--- config.mk ---
export PLATFORM = sky130hd
export DESIGN_NAME = ss_reg_sequencer
export DESIGN_NICKNAME = d
export VERILOG_FILES = /design/src/rtl/ss_reg_sequencer.sv
export SDC_FILE = /design/constraint.sdc
export NUM_CORES = 1
export LEC_CHECK = 0
export CAP_MARGIN = 20
export CORE_UTILIZATION = 44
export CTS_CLUSTER_SIZE = 40
export DETAILED_ROUTE_END_ITERATION = 6
export PLACE_DENSITY = 0.85
export SLEW_MARGIN = 30
export SYNTH_ARGS = -nofsm -noshare
export SYNTH_HDL_FRONTEND = slang
export SYNTH_SLANG_ARGS = --single-unit
--- constraint.sdc ---
create_clock -name i_clk -period 4 [get_ports i_clk]
set_input_delay 0.4 -clock i_clk [delete_from_list [all_inputs] [get_ports i_clk]]
set_output_delay 0.4 -clock i_clk [all_outputs]
set_load 0.005 [all_outputs]
--- src/rtl/ss_reg_sequencer.sv ---
// -----------------------------------------------------------------------------
// ss_reg_sequencer
//
// Walks the shared 64-bit savestate register bus (10-bit index, one register
// per index) and moves every register to or from a block of savestate memory.
// It can also pulse the bus default-load strobe so that every module reloads
// its power-on value.
//
//   save : for idx 0..NUM_REGS-1, present idx on the bus, wait BUS_LAT cycles,
//          capture the read data, then write it to MEM_BASE + idx*8.
//   load : for idx 0..NUM_REGS-1, read MEM_BASE + idx*8, then write the word
//          onto the bus with a single-cycle write strobe.
//   dflt : one-cycle ss_rst pulse.
//
// Ports
//   i_clk, i_reset              clock, synchronous active-high reset
//   i_start_save/load/dflt      single-cycle requests, sampled in IDLE only;
//                               priority dflt > save > load
//   o_busy                      high while an operation is in progress
//   o_done                      one-cycle pulse at the end of an operation
//   o_ss_adr, o_ss_din          bus index and write data
//   o_ss_wren, o_ss_rst         bus write strobe and default-load strobe
//   i_ss_dout                   wired-OR bus read data
//   o_mem_req/we/addr/wdata     memory request channel
//   i_mem_rdata, i_mem_ack      memory response
//   o_dbg_state                 current FSM state encoding
//
// Memory handshake: o_mem_req rises with o_mem_we/o_mem_addr/o_mem_wdata
// stable and stays high, with those fields unchanged, until the cycle in
// which i_mem_ack is sampled high; it drops on the following edge. An
// i_mem_ack seen while o_mem_req is low is ignored. i_mem_rdata is only
// taken in the acknowledge cycle of a read.
// -----------------------------------------------------------------------------
module ss_reg_sequencer #(
  parameter int          NUM_REGS = 64,
  parameter int          BUS_LAT  = 2,
  parameter logic [24:0] MEM_BASE = 25'd0
) (
  input  logic        i_clk,
  input  logic        i_reset,
  input  logic        i_start_save,
  input  logic        i_start_load,
  input  logic        i_start_dflt,
  output logic        o_busy,
  output logic        o_done,
  output logic [9:0]  o_ss_adr,
  output logic [63:0] o_ss_din,
  output logic        o_ss_wren,
  output logic        o_ss_rst,
  input  logic [63:0] i_ss_dout,
  output logic        o_mem_req,
  output logic        o_mem_we,
  output logic [24:0] o_mem_addr,
  output logic [63:0] o_mem_wdata,
  input  logic [63:0] i_mem_rdata,
  input  logic        i_mem_ack,
  output logic [2:0]  o_dbg_state
);

  typedef enum logic [2:0] {
    ST_IDLE   = 3'd0,
    ST_DFLT   = 3'd1,
    ST_SV_ADR = 3'd2,
    ST_SV_MEM = 3'd3,
    ST_LD_MEM = 3'd4,
    ST_LD_WR  = 3'd5,
    ST_NEXT   = 3'd6,
    ST_FIN    = 3'd7
  } state_t;

  localparam logic [9:0] LAST_IDX = 10'(NUM_REGS - 1);
  localparam logic [2:0] LAT_LAST = 3'(BUS_LAT - 1);

  state_t      r_state;
  state_t      w_next;
  logic [9:0]  r_idx;
  logic [9:0]  w_idx_nxt;
  logic [2:0]  r_lat_cnt;
  logic        r_load;
  logic [9:0]  r_ss_adr;
  logic [63:0] r_ss_din;
  logic [24:0] r_mem_addr;
  logic [63:0] r_mem_wdata;
  logic [24:0] w_addr_nxt;

  // Address of the slot the FSM is about to access; truncated to 25 bits.
  assign w_addr_nxt = MEM_BASE + {12'd0, w_idx_nxt, 3'b000};

  // ---------------------------------------------------------------------------
  // Next-state and decoded outputs
  // ---------------------------------------------------------------------------
  always_comb begin
    w_next    = r_state;
    w_idx_nxt = r_idx;
    o_ss_wren = 1'b0;
    o_ss_rst  = 1'b0;
    o_done    = 1'b0;
    o_mem_req = 1'b0;
    o_mem_we  = 1'b0;
    case (r_state)
      ST_IDLE: begin
        if (i_start_dflt) begin
          w_next    = ST_DFLT;
          w_idx_nxt = 10'd0;
        end else if (i_start_save) begin
          w_next    = ST_SV_ADR;
          w_idx_nxt = 10'd0;
        end else if (i_start_load) begin
          w_next    = ST_LD_MEM;
          w_idx_nxt = 10'd0;
        end
      end
      ST_DFLT: begin
        o_ss_rst = 1'b1;
        w_next   = ST_FIN;
      end
      ST_SV_ADR: begin
        // The last counted cycle is the one in which read data is valid.
        if (r_lat_cnt == LAT_LAST) begin
          w_next = ST_SV_MEM;
        end
      end
      ST_SV_MEM: begin
        o_mem_req = 1'b1;
        o_mem_we  = 1'b1;
        if (i_mem_ack) begin
          w_next = ST_NEXT;
        end
      end
      ST_LD_MEM: begin
        o_mem_req = 1'b1;
        if (i_mem_ack) begin
          w_next = ST_LD_WR;
        end
      end
      ST_LD_WR: begin
        o_ss_wren = 1'b1;
        w_next    = ST_NEXT;
      end
      ST_NEXT: begin
        if (r_idx == LAST_IDX) begin
          w_next = ST_FIN;
        end else begin
          w_idx_nxt = r_idx + 10'd1;
          w_next    = r_load ? ST_LD_MEM : ST_SV_ADR;
        end
      end
      ST_FIN: begin
        o_done = 1'b1;
        w_next = ST_IDLE;
      end
      default: begin
        w_next = ST_IDLE;
      end
    endcase
  end

  // ---------------------------------------------------------------------------
  // State, index and datapath registers
  // ---------------------------------------------------------------------------
  always_ff @(posedge i_clk) begin
    if (i_reset) begin
      r_state     <= ST_IDLE;
      r_idx       <= 10'd0;
      r_lat_cnt   <= 3'd0;
      r_load      <= 1'b0;
      r_ss_adr    <= 10'd0;
      r_ss_din    <= 64'd0;
      r_mem_addr  <= 25'd0;
      r_mem_wdata <= 64'd0;
    end else begin
      r_state <= w_next;
      r_idx   <= w_idx_nxt;

      // Mode is captured once at the start and steers NEXT for the whole walk.
      if (r_state == ST_IDLE && w_next != ST_IDLE) begin
        r_load <= (w_next == ST_LD_MEM);
      end

      r_lat_cnt <= (r_state == ST_SV_ADR) ? r_lat_cnt + 3'd1 : 3'd0;

      // ss_adr is loaded on entry to SV_ADR / LD_WR and held everywhere else.
      if (w_next == ST_SV_ADR && r_state != ST_SV_ADR) begin
        r_ss_adr <= w_idx_nxt;
      end
      if (w_next == ST_LD_WR) begin
        r_ss_adr <= r_idx;
      end

      // mem_addr is loaded on entry to a memory state so it stays stable
      // for the whole request.
      if ((w_next == ST_SV_MEM && r_state != ST_SV_MEM) ||
          (w_next == ST_LD_MEM && r_state != ST_LD_MEM)) begin
        r_mem_addr <= w_addr_nxt;
      end

      if (r_state == ST_SV_ADR && w_next == ST_SV_MEM) begin
        r_mem_wdata <= i_ss_dout;
      end

      if (r_state == ST_LD_MEM && i_mem_ack) begin
        r_ss_din <= i_mem_rdata;
      end
    end
  end

  assign o_busy      = (r_state != ST_IDLE);
  assign o_ss_adr    = r_ss_adr;
  assign o_ss_din    = r_ss_din;
  assign o_mem_addr  = r_mem_addr;
  assign o_mem_wdata = r_mem_wdata;
  assign o_dbg_state = r_state;

endmodule
; Yosys cells after proc, flatten, opt, wreduce, memory -nomap -nowiden
; Index checks and enable logic that the tools add are counted.
[word_totals]
regBits = 165
input_bits = 134
[classes]
n_eq_ne = 16
add_sub_neg = 2
muxes = 21
bitwise = 1
n_reduce_logical = 13
[ops]
columns = cell, count
row1 = $mux 10, 6
row2 = $mux 3, 8
row3 = $pmux 3 s8, 1
row4 = $pmux 10 s2, 1
row5 = $eq 3x3->1 const B, 6
row6 = $eq 3x2->1 const B, 4
row7 = $add 10x1->10 const B, 1
row8 = $eq 10x6->1 const B, 1
row9 = $eq 3x1->1 const B, 2
row10 = $logic_and 1x1->1, 6
row11 = $ne 3x2->1 const B, 2
row12 = $reduce_bool 3->1, 2
row13 = $mux 1, 5
row14 = $reduce_or 2->1, 2
row15 = $add 3x1->3 const B, 1
row16 = $logic_not 3->1, 1
row17 = $ne 3x3->1 const B, 1
row18 = $reduce_bool 2->1, 1
row19 = $logic_or 1x1->1, 1
row20 = $not 1->1, 1

; Depth between registers and ports, before layout
[depth]
word_depth = 8
depth_mapped = 9
depth_no_buf = 7

; Least setup slack after synthesis
; Ideal clock, no wire load.
[synth_timing]
path_kind = reg2reg
startpoint = register r_idx[0]
endpoint = register r_mem_addr[11], in the netlist o_mem_addr[11]
slack_ps = 1928
setup_ps = 121
period_less_slack_ps = 2072
t_arrival_ps = 1951
path_buffers = 1
stages_incl_launch_ff = 8
path_cell_list = dfxtp_1 > ha_1 > and4_1 > nand4_1 > and2_0 > buf_2 > a41oi_4 > mux2_2
[synth_between]
elab_chain_len = 6
elab_cells_between_ends = 11
cone_classes = add/sub (1) / eq/ne (3) / mux (4) / reduce/logical (3)
[synth_lines]
columns = item, line
row1 = from (decl), 76  ; logic [9:0] r_idx;
row2 = from (signal assigned), 173  ; r_idx <= w_idx_nxt;
row3 = $eq 10x6->1, 141  ; if (r_idx == LAST_IDX) begin
row4 = $mux 3, 141
row5 = $pmux 3 s8, 100  ; case (r_state)
row6 = $eq 3x2->1 or $eq 3x3->1 (tied branches), "192, 193"
row7 = "$logic_and 1x1->1, on equally long branches", "192, 193"
row8 = $logic_or 1x1->1, 192  ; if ((w_next == ST_SV_MEM && r_state != ST_SV_MEM) ||
row9 = to (signal assigned), 194  ; r_mem_addr <= w_addr_nxt;
row10 = to (decl), 82  ; logic [24:0] r_mem_addr;
; Several ways; a longest one is shown, not always the timed one.
; A chain may end at the register's enable or synchronous reset.

; Worst setup path in the final report
[layout_timing]
startpoint = register r_state[2], in the netlist o_dbg_state[2]
endpoint = output o_mem_req
[layout_between]
elab_chain_len = 3
elab_cells_between_ends = 4
cone_classes = eq/ne (2) / mux (1) / reduce/logical (1)
[layout_lines]
columns = item, line
row1 = from (decl), 74  ; state_t r_state;
row2 = from (signal assigned), 172  ; r_state <= w_next;
row3 = $eq 3x3->1 or $eq 3x2->1 (tied branches), 100
row4 = $reduce_or 2->1 (no source line) (*), --
row5 = $mux 1 (*), 100
row6 = to (decl), 51  ; output logic o_mem_req,
; Mark *: on every way between the ends. The rest lies on a longest branch, timed or not.

==> metrics.md <==
| Metric | Value |
|---|---|
| Number of remaining DRC errors | 0 |
| Via count | 6,414 |
| Worst-Skew Late Latency | 420 ps |
| Critical path start-end classification | register to output pin |
| Number of warning messages in the yosys log | 0 |
| Layout filler cell count | 1,100 |
| Total Neg Setup Slack | 0 ps |
| Wirelength per Cell | 15.5 um |
| Required time of the critical path | 3600 ps |
| Synthesized instance count | 801 |
| Avg Synthesized Cell Area | 8.07 um^2 |
| Number of buffers inserted by post-CTS setup repair | 0 |
| Clk buf depth | 2 |
| Dominant cell type by area after synthesis | dfxtp_1 |
| Placer Congestion | 0.918 |
| Count of buffers from port buffering | 290 |
| Total of flip-flops plus latches after synthesis | 165 |
| Result of the run | complete, no violations |
| Pin count of the biggest net entering global routing | 75 |
| Post-synth EDFFs | 0 |
| Die height | 123 um |
| Synthesis-to-finish area growth | 53.4% |
| CTS H-Tree Depth | 4 |
| Area of the die | 15,200 um^2 |
| Pins Over Slew Limit | 0 |
| TritonCTS buffer count | 17 |
| Initial antenna violation count | 0 |
| Post-synthesis mux area share | 0.0149 |
| Main combinational cell family by area after synthesis | simple AND/OR/NAND/NOR gates |
| Time the final worst path needs with I/O delays and setup | 2810 ps |
| TritonRoute pass-1 iters | 7 |
| Wire length after detailed routing | 19.3 mm |
| Synth unique cells | 55 |
| Global-route wire length before repair | 28.6 mm |
| Post-synthesis cell area | 6460 um^2 |
| Setup repair after global routing missed its margin | false |
| TritonCTS clock tree | built |
| Simple-gate share of the synthesized area | 0.228 |
| Share of the synthesized area in compound gates (AO/OA/AOI/OAI) | 0.175 |
| # IOs | 306 |
| PostCTS Resize Cnt | 0 |
| Synthesized-area fraction occupied by xor and xnor cells | 0.00271 |
| Global routing usage summed across all routing layers | 0.247 |
| Global route overflow | 0 |
| Sink Count | 165 |
| Data arrival time of the critical path | 2410 ps |
| Leading post-synthesis cells by cell area | dfxtp_1 (51%), nand2_1 (15%), a21oi_1 (10%), clkbuf_1 (2.1%), buf_4 (1.9%) |
| VDD IR max | 0.000381 V |
| FMAX | 0.355 GHz |
| Top FF cell, synth | dfxtp_1 |
| Clock transition at the register clock pins on the worst setup and hold paths after CTS | 60 ps |
| Final cycle utilization of the critical path | 0.703 |
| Cell at the root of the clock tree | clkbuf_16 |
| Hold-fix buffers at CTS | 0 |
| Setup-violating endpoint count in the final report | 0 |
| Power density relative to cell area | 406 nW/um^2 |
| Endpoint class of the critical path | output pin |
| Post-Route Skew | 12.6 ps |
| Critical path fanouts, max | 23 |
| Post-synthesis share of cell area spent on full adders, half adders and majority gates | 0.00581 |
| Layout net count | 1,195 |
| Yosys top cell area share | 0.511 |
| Violation count after the first detailed-routing iteration | 497 |
| Share of cells above drive strength 1 | 0.0467 |
| Post-synthesis sequential area ratio | 0.511 |
| Estimated wirelength of the detail-placed design | 13.6 mm |
| Overall power of the completed layout | 4.02 mW |
| Rel. slew slack | 0.376 |
| Transition time at the pin with the least slew margin | 935 ps |
| Antenna-violating nets left | 0 |
| Vias in the first global route | 5,621 |
| Core area | 14,100 um^2 |
| MaxCap Viol Count | 0 |
| Kind of path behind the tightest hold check | register to register |
| Initial Utilization | 0.459 |
| Antenna cell count | 0 |
| Static Leakage | 3.45 nW |
| Detail-routed via count per cell | 5.13 |
| Worst setup SP type | register |
| Number of placement rows | 43 |
| Hold violation total from the final report | 0 |
| Die Width | 123 um |
| Share of flip-flops with an asynchronous set or reset | 0 |
cell usage after synthesis (2+ instances only):
cell type / n
o21ai_0: 19
a221oi_1: 11
o211a_1: 2
and2_1: 2
dfxtp_1: 165
buf_1: 10
nor2b_1: 8
mux2_2: 5
a311o_1: 2
nor4_4: 2
nand4_1: 4
and3_1: 7
a21boi_0: 5
nand2_1: 266
buf_2: 7
nand2b_1: 3
nor4_1: 4
a311oi_1: 2
and4_1: 2
clkbuf_1: 37
nor3_1: 5
nor2_1: 20
or3_1: 3
ha_1: 3
inv_1: 16
buf_4: 16
a21oi_1: 135
mux2i_1: 4
a31oi_1: 2
and3b_1: 2
nand3_1: 6
o31ai_1: 3
final timing paths:
path,from,endpoint,slack (ps),cells past startpoint
min reg2reg,o_ss_din[25]$_SDFFE_PP0P_,o_ss_din[25]$_SDFFE_PP0P_,450,2
max,o_dbg_state[2]$_SDFF_PP0_,o_mem_req,1190,3
min,o_ss_din[25]$_SDFFE_PP0P_,o_ss_din[25]$_SDFFE_PP0P_,450,2
max reg2reg,o_dbg_state[1]$_SDFF_PP0_,o_mem_addr[9]$_SDFFE_PP0P_,1230,5
layer usage:
layer | track usage | wire length (um) | up-vias
met5 | 0 | 0 | -
met4 | 0.111 | 509 | 0
met3 | 0.0959 | 1970 | 36
met2 | 0.410 | 9560 | 284
met1 | 0.278 | 7280 | 2926
li1 | - | - | 3168
layout by cell type, fill, tap and decap left out, types with 2 or more instances in the layout:
cell type,Yosys,routed
a311o_1,2,2
a21boi_0,5,5
conb_1,1,15
a21oi_1,135,135
a31oi_1,2,2
or3_1,3,3
o21ai_0,19,19
buf_4,16,6
and3_2,0,2
nand3_1,6,4
clkdlybuf4s50_1,0,289
nor4_4,2,2
nor4_1,4,4
o31ai_1,3,3
a221oi_1,11,11
nor3_1,5,5
clkinvlp_4,0,3
a311oi_1,2,2
nor2_1,20,20
o211a_1,2,2
and2_1,2,2
clkinv_2,0,2
nor2b_1,8,8
bufinv_16,0,2
nand3_2,0,2
inv_1,16,16
mux2i_1,4,4
clkbuf_8,0,2
clkbuf_16,0,17
nand4_1,4,4
and4_1,2,2
mux2_2,5,5
and3_1,7,5
nand2_1,266,266
nand2b_1,3,3
ha_1,3,3
clkbuf_1,37,4
dfxtp_1,165,165
and3b_1,2,2
state kept, by name (all words and copies together), names as in the netlist:
signal / flops
r_load: 1
o_dbg_state: 3
r_lat_cnt: 3
o_mem_addr: 10
o_ss_din: 64
o_mem_wdata: 64
o_ss_adr: 10
r_idx: 10
cell families (layout without fill, tap and decap cells):
kind of cell | after synthesis | after routing
and+or+nand+nor | 342 | 342
AOI/OAI and AO/OA | 192 | 192
DFF | 165 | 165
buffers and inverters | 87 | 342
muxes | 9 | 9
adders and majority gates | 3 | 3
xor gates and xnor gates | 2 | 2
other | 1 | 15
worst max-delay path, cell delays in order, from the launching register on:
cell,delay [ps]
dfxtp_1,810
nand2_1,330
o21ai_0,230
clkdlybuf4s50_1,630
where the power goes:
part / switching, mW / total [mW] / leakage [nW] / internal, mW
Clock: 0.627 / 1.58 / 0.269 / 0.948
Sequential: 0.0776 / 1.80 / 1.33 / 1.72
Combinational: 0.297 / 0.650 / 1.85 / 0.353
layout make-up:
class	count	area [um^2]	area share
inverter	16	60.1	0.00605
timing repair buffer	295	2940	0.296
multi-input combinational	563	2820	0.285
sequential	165	3300	0.333
clock inverter	8	101	0.0102
clock buffer	23	468	0.0472
tap	180	225	0.0227
metrics by stage:
stage	instances	setup WS, ps	util	instance area [um^2]	hold WS (ps)
global placement	1219	1350	0.663	9350	437
floorplan	815	1930	-	6520	421
CTS	1250	1210	0.704	9920	454
finish	1250	1190	0.704	9920	450
detailed placement	1219	1290	0.663	9350	446
global route	1250	1050	0.704	9920	467
Note: power is estimated with default switching activity, not from simulation.
